## config.mk

```make
export PLATFORM = sky130hd
export DESIGN_NAME = wbdbgbus_resp_serializer
export DESIGN_NICKNAME = d
export VERILOG_FILES = /design/src/rtl/wbdbgbus_pkg.sv /design/src/rtl/wbdbgbus_resp_serializer.sv
export SDC_FILE = /design/constraint.sdc
export NUM_CORES = 1
export LEC_CHECK = 0
export BUFFER_PORTS_ARGS = -buffer_cell sky130_fd_sc_hd__buf_2
export CAP_MARGIN = 10
export CORE_MARGIN = 5
export CORE_UTILIZATION = 45
export CTS_BUF_LIST = sky130_fd_sc_hd__clkbuf_8
export DETAILED_ROUTE_END_ITERATION = 8
export PLACE_DENSITY = 0.71
export SLEW_MARGIN = 20
export SYNTH_ARGS = -nofsm -noshare
export SYNTH_HDL_FRONTEND = slang
export SYNTH_SLANG_ARGS = --single-unit
```

## constraint.sdc

```tcl
create_clock -name i_clk -period 2.69 [get_ports i_clk]
set_clock_uncertainty 0.1 [all_clocks]
set_input_delay 0.538 -clock i_clk [delete_from_list [all_inputs] [get_ports i_clk]]
set_output_delay 0.538 -clock i_clk [all_outputs]
set_load 0.02 [all_outputs]
```

## src/rtl/wbdbgbus_pkg.sv

```systemverilog
// Shared types and constants for the debug-bus response path.
// Build option: define WBDBGBUS_CHECKSUM_EN to append an XOR checksum byte
// to every response frame (6-byte frames instead of 5).
package wbdbgbus_pkg;

    typedef enum logic [1:0] {
        S_IDLE,
        S_WAIT,
        S_SEND
    } resp_state_t;

    localparam int RESP_WORD_WIDTH = 36;
    localparam int RESP_OP_WIDTH   = 4;

`ifdef WBDBGBUS_CHECKSUM_EN
    localparam int FRAME_BYTES = 6;
`else
    localparam int FRAME_BYTES = 5;
`endif

    localparam logic [2:0] LAST_IDX = 3'(FRAME_BYTES - 1);

    // Data byte k of a response word, MSB first; byte0 carries the opcode
    // zero-extended to a full byte.
    function automatic logic [7:0] frame_byte(input logic [RESP_WORD_WIDTH-1:0] word,
                                              input logic [2:0]                 idx);
        logic [7:0] b;
        case (idx)
            3'd0:    b = {{(8-RESP_OP_WIDTH){1'b0}}, word[35:32]};
            3'd1:    b = word[31:24];
            3'd2:    b = word[23:16];
            3'd3:    b = word[15:8];
            3'd4:    b = word[7:0];
            default: b = 8'h00;
        endcase
        return b;
    endfunction

endpackage

```

## src/rtl/wbdbgbus_resp_serializer.sv

```systemverilog
// Response serializer: pops 36-bit response words from the response FIFO
// and sends each as a fixed-length byte frame, MSB first, to the UART TX.
// Build option: WBDBGBUS_CHECKSUM_EN adds a trailing XOR checksum byte.
module wbdbgbus_resp_serializer
    import wbdbgbus_pkg::*;
#(
    parameter int CNT_WIDTH = 16
) (
    input  logic                       i_clk,
    input  logic                       i_rst_n,
    output logic                       o_rd_en,
    input  logic [RESP_WORD_WIDTH-1:0] i_rd_data,
    input  logic                       i_rd_valid,
    input  logic                       i_empty,
    output logic [7:0]                 o_tx_data,
    output logic                       o_tx_valid,
    input  logic                       i_tx_ready,
    output logic                       o_busy,
    output logic [CNT_WIDTH-1:0]       o_words_sent,
    output logic                       o_underflow
);

    resp_state_t                state;
    resp_state_t                state_nxt;
    logic [2:0]                 idx;
    logic [RESP_WORD_WIDTH-1:0] frame;
    logic [CNT_WIDTH-1:0]       words_sent;
    logic                       underflow;
    logic [7:0]                 byte_sel;
    logic                       tx_fire;
    logic                       last_fire;

    assign tx_fire   = (state == S_SEND) && i_tx_ready;
    assign last_fire = tx_fire && (idx == LAST_IDX);

    // Select the outgoing byte for the current index; the checksum byte is last
    always_comb begin
        byte_sel = frame_byte(frame, idx);
`ifdef WBDBGBUS_CHECKSUM_EN
        if (idx == LAST_IDX) begin
            byte_sel = frame_byte(frame, 3'd0) ^ frame_byte(frame, 3'd1) ^
                       frame_byte(frame, 3'd2) ^ frame_byte(frame, 3'd3) ^
                       frame_byte(frame, 3'd4);
        end
`endif
    end

    // Next-state and handshake outputs; pops are withheld while reset is held
    // so a word queued across a reset is not silently consumed
    always_comb begin
        state_nxt  = state;
        o_rd_en    = 1'b0;
        o_tx_valid = 1'b0;
        case (state)
            S_IDLE: begin
                o_rd_en = !i_empty && i_rst_n;
                if (o_rd_en) begin
                    state_nxt = S_WAIT;
                end
            end
            S_WAIT: begin
                state_nxt = i_rd_valid ? S_SEND : S_IDLE;
            end
            S_SEND: begin
                o_tx_valid = 1'b1;
                if (last_fire) begin
                    state_nxt = S_IDLE;
                end
            end
            default: begin
                state_nxt = S_IDLE;
            end
        endcase
    end

    assign o_tx_data    = (state == S_SEND) ? byte_sel : 8'h00;
    assign o_busy       = (state != S_IDLE);
    assign o_words_sent = words_sent;
    assign o_underflow  = underflow;

    // State register; reset aborts any frame in progress
    always_ff @(posedge i_clk or negedge i_rst_n) begin
        if (!i_rst_n) begin
            state <= S_IDLE;
        end else begin
            state <= state_nxt;
        end
    end

    // Frame capture, byte index, completed-frame counter and sticky underflow
    always_ff @(posedge i_clk or negedge i_rst_n) begin
        if (!i_rst_n) begin
            frame      <= '0;
            idx        <= 3'd0;
            words_sent <= '0;
            underflow  <= 1'b0;
        end else begin
            if (state == S_WAIT) begin
                if (i_rd_valid) begin
                    frame <= i_rd_data;
                    idx   <= 3'd0;
                end else begin
                    underflow <= 1'b1;
                end
            end
            if (tx_fire) begin
                idx <= idx + 3'd1;
            end
            if (last_fire) begin
                words_sent <= words_sent + CNT_WIDTH'(1);
            end
        end
    end

endmodule

```

==> impl_summary.log <==
[metrics] run status: finished clean
[metrics] cell with the biggest individual delay on the critical path: sky130_fd_sc_hd__dfrtp_1
[metrics] normalized max-slew margin: 51.50%
[metrics] Max Root-Sink Buffers: 2
[metrics] final-report max-slew violation count: 0
[metrics] share of the clock period used by the worst path: 94.97%
[metrics] mapped cell area: 0.002635 mm2
[metrics] CP endpoint kind: output port
[metrics] sequence of cells on the critical path: ha_1, ha_2, a222oi_1, a21oi_1, buf_2
[metrics] HPWL after detailed placement: 4192 um
[metrics] final weighted congestion in routability-driven placement: 0.8369
[metrics] aggregate negative setup slack: 0 ns
[metrics] die boundary height: 86.52 um
[metrics] number of cell rows: 27
[metrics] Primary FF master, synth: sky130_fd_sc_hd__dfrtp_1
[metrics] IO Pins: 69
[metrics] Post-Route Utilization: 58.99%
[metrics] synthesized flop and latch total: 58
[metrics] static leakage power: 1.668 nW
[metrics] required arrival time at the worst endpoint: 2.05 ns
[metrics] overall overflow remaining after global route: 0
[metrics] minimum clock period: 2.555 ns
[metrics] class of the most critical setup path: register to output port
[metrics] Max H-tree Level: 3
[metrics] total detailed-routing wirelength: 5620 um
[metrics] commonest non-fill, non-tap cell in the layout: sky130_fd_sc_hd__buf_2
[metrics] total DRC errors in the routed layout: 0
[metrics] count of flip-flops with a built-in enable after synthesis: 0
[metrics] via count: 1828
[metrics] Synth Instances: 203
[metrics] layout net count: 326
[metrics] post-synthesis to final-layout area growth: 25.55%
[metrics] final routed wire length divided by cell count: 15.79 um
[metrics] router iterations before antenna repair: 5
[metrics] Setup Buffers After CTS: 0
[metrics] Starting DRT DRC Count: 89
[metrics] maximum fanout along the worst path: 8
[metrics] antenna violations before repair: 0
[metrics] critical path arrival: 1.92 ns
[metrics] CP peak stage delay: 0.42 ns
[metrics] max-cap violation count: 0
[metrics] diode count: 0
[metrics] clock root buffer master: sky130_fd_sc_hd__clkbuf_8
[metrics] fmax: 391.5 MHz
[metrics] Syn Area/Cell: 12.98 um2
[metrics] Synth warnings: 0
[metrics] largest voltage drop on the vdd net: 0.5308 mV
[metrics] proportion of register bits with asynchronous set or reset after synthesis: 100.0%
[metrics] Tightest Hold Check Type: primary input to register
[metrics] clock-pin transition on the worst setup and hold timing paths: 0.07 ns
[metrics] PwrDens: 982.5 mW/mm2
[metrics] share of final-layout standard cells stronger than drive strength 1: 47.18%
[metrics] setup repair after global routing missed its margin: no
[metrics] TritonCTS clock tree: done
[metrics] final count of negative-setup-slack endpoints: 0
[metrics] die extent in x: 86.52 um
[metrics] number of antenna-violating nets in the routed design: 0
[metrics] source-to-sink clock delay at the later pin of the worst-skew pair: 0.33 ns
[metrics] buffers plus inverters on the worst setup path: 1
[metrics] CTS sink cnt: 58
[metrics] part of the Yosys area used for sequential elements: 55.08%
[metrics] dominant delay contributor by cell family on the critical path: compound AO/OA/AOI/OAI gates
[metrics] total global routing track utilization: 16.11%
[metrics] worst slew pin tran: 0.7275 ns
[metrics] global-route wire length before repair: 9135 um
[metrics] number of input and output port buffers inserted: 68
[metrics] number of unique standard cell types used by synthesis: 35
[metrics] number of global-route vias before repair: 1918
[metrics] net count of the mapped netlist: 250
[metrics] maximum number of pins on one net before global-route repair: 60
[metrics] Floorplan Core Area: 0.005608 mm2
[metrics] cts bufs inserted: 9
[metrics] starting density of the core: 46.99%
[metrics] most frequent cells in the layout: 68 x sky130_fd_sc_hd__buf_2, 57 x sky130_fd_sc_hd__dfrtp_1, 36 x sky130_fd_sc_hd__mux2_2, 15 x sky130_fd_sc_hd__nand2_1, 12 x sky130_fd_sc_hd__clkbuf_8
[metrics] number of hold-slack violations in the final timing report: 0
[metrics] startpoint class of the critical path: register
[metrics] via count normalized by instance count: 5.135
[metrics] die footprint: 0.007486 mm2
sequential cells by signal (all words and copies together) (netlist names):
register / flops
o_underflow: 1
o_words_sent: 16
state: 2
frame: 36
idx: 3
Yosys cell counts (3+ instances only):
library cell | instances | area (um2)
sky130_fd_sc_hd__xor2_1 | 6 | 52.55
sky130_fd_sc_hd__inv_1 | 4 | 15.01
sky130_fd_sc_hd__ha_1 | 6 | 75.07
sky130_fd_sc_hd__nand3_1 | 5 | 25.02
sky130_fd_sc_hd__xnor2_1 | 9 | 78.83
sky130_fd_sc_hd__a22o_1 | 4 | 35.03
sky130_fd_sc_hd__nor3b_1 | 3 | 22.52
sky130_fd_sc_hd__a222oi_1 | 4 | 40.04
sky130_fd_sc_hd__buf_2 | 4 | 20.02
sky130_fd_sc_hd__o21ai_0 | 3 | 15.01
sky130_fd_sc_hd__dfrtp_1 | 58 | 1451
sky130_fd_sc_hd__a22oi_1 | 8 | 60.06
sky130_fd_sc_hd__mux2_2 | 36 | 405.4
sky130_fd_sc_hd__nand2_1 | 15 | 56.30
sky130_fd_sc_hd__a21oi_1 | 8 | 40.04
sky130_fd_sc_hd__nor3_1 | 4 | 20.02
per-stage QoR:
step                total power, mW  hold slack (ns)  worst slack, ns  instances  instance area, um2
global route                  3.456           0.2701         0.007337        356                3308
global placement              2.320           0.3536           0.3757        340                3064
detailed placement            2.346           0.3568           0.3086        340                3064
finish                        3.250           0.2726           0.1354        356                3308
CTS                           3.291           0.2584          0.02461        356                3304
floorplan                     2.032           0.1424           0.5216        203                2635
logic make-up after synthesis:
group                      synth area share (%)
and+or+nand+nor                           11.16
muxes                                     15.81
buffers and inverters                     2.042
adders and majority gates                 2.849
DFF                                       55.08
xor gates and xnor gates                  4.986
AOI/OAI and AO/OA                         8.072
power breakdown:
| part | internal (mW) | total, mW | switching (mW) |
|---|---|---|---|
| Combinational | 0.475 | 0.934 | 0.459 |
| Clock | 0.596 | 0.928 | 0.333 |
| Sequential | 1.19 | 1.39 | 0.198 |
| Total | 2.26 | 3.25 | 0.989 |
path summary, 6_finish.rpt:
| kind | from | endpoint | slack (ns) | depth (start not counted) |
|---|---|---|---|---|
| min in group asynchronous | i_rst_n | frame[25]$_DFFE_PN0P_ | 0.29 | 2 |
| min | i_empty | state[0]$_DFFE_PN0P_ | 0.27 | 2 |
| max reg2reg | idx[1]$_DFFE_PN0P_ | o_words_sent[1]$_DFFE_PN0P_ | 0.79 | 5 |
| min reg2reg | o_underflow$_DFFE_PN0P_ | o_underflow$_DFFE_PN0P_ | 0.37 | 1 |
| max | idx[0]$_DFFE_PN0P_ | o_tx_data[0] | 0.14 | 5 |
| max in group asynchronous | i_rst_n | idx[2]$_DFFE_PN0P_ | 1.68 | 2 |
cell type report:
type / count / area (um2)
fillers: 483 / 2300
flip-flops and latches: 58 / 1453
multi-input cells: 133 / 1135
repair buffers: 73 / 377.9
clock buffers: 12 / 165.2
well taps: 72 / 90.09
clock inverters: 4 / 72.57
inverters: 4 / 15.01
per-layer routing:
layer,share of wire [%],up-vias,GRT usage [%]
met2,49,44,25.10
met4,2.5,0,9.065
met1,45,886,20.81
met5,0,-,0
met3,4.4,14,3.422
li1,-,884,-
timing repair:
item / CTS / global route
endpoints found under the setup margin: 6 / 4
hold buffers: 0 / 0
pin swaps: 0 / 1
resized for setup: 1 / 2
Note: power is estimated with default switching activity, not from simulation.
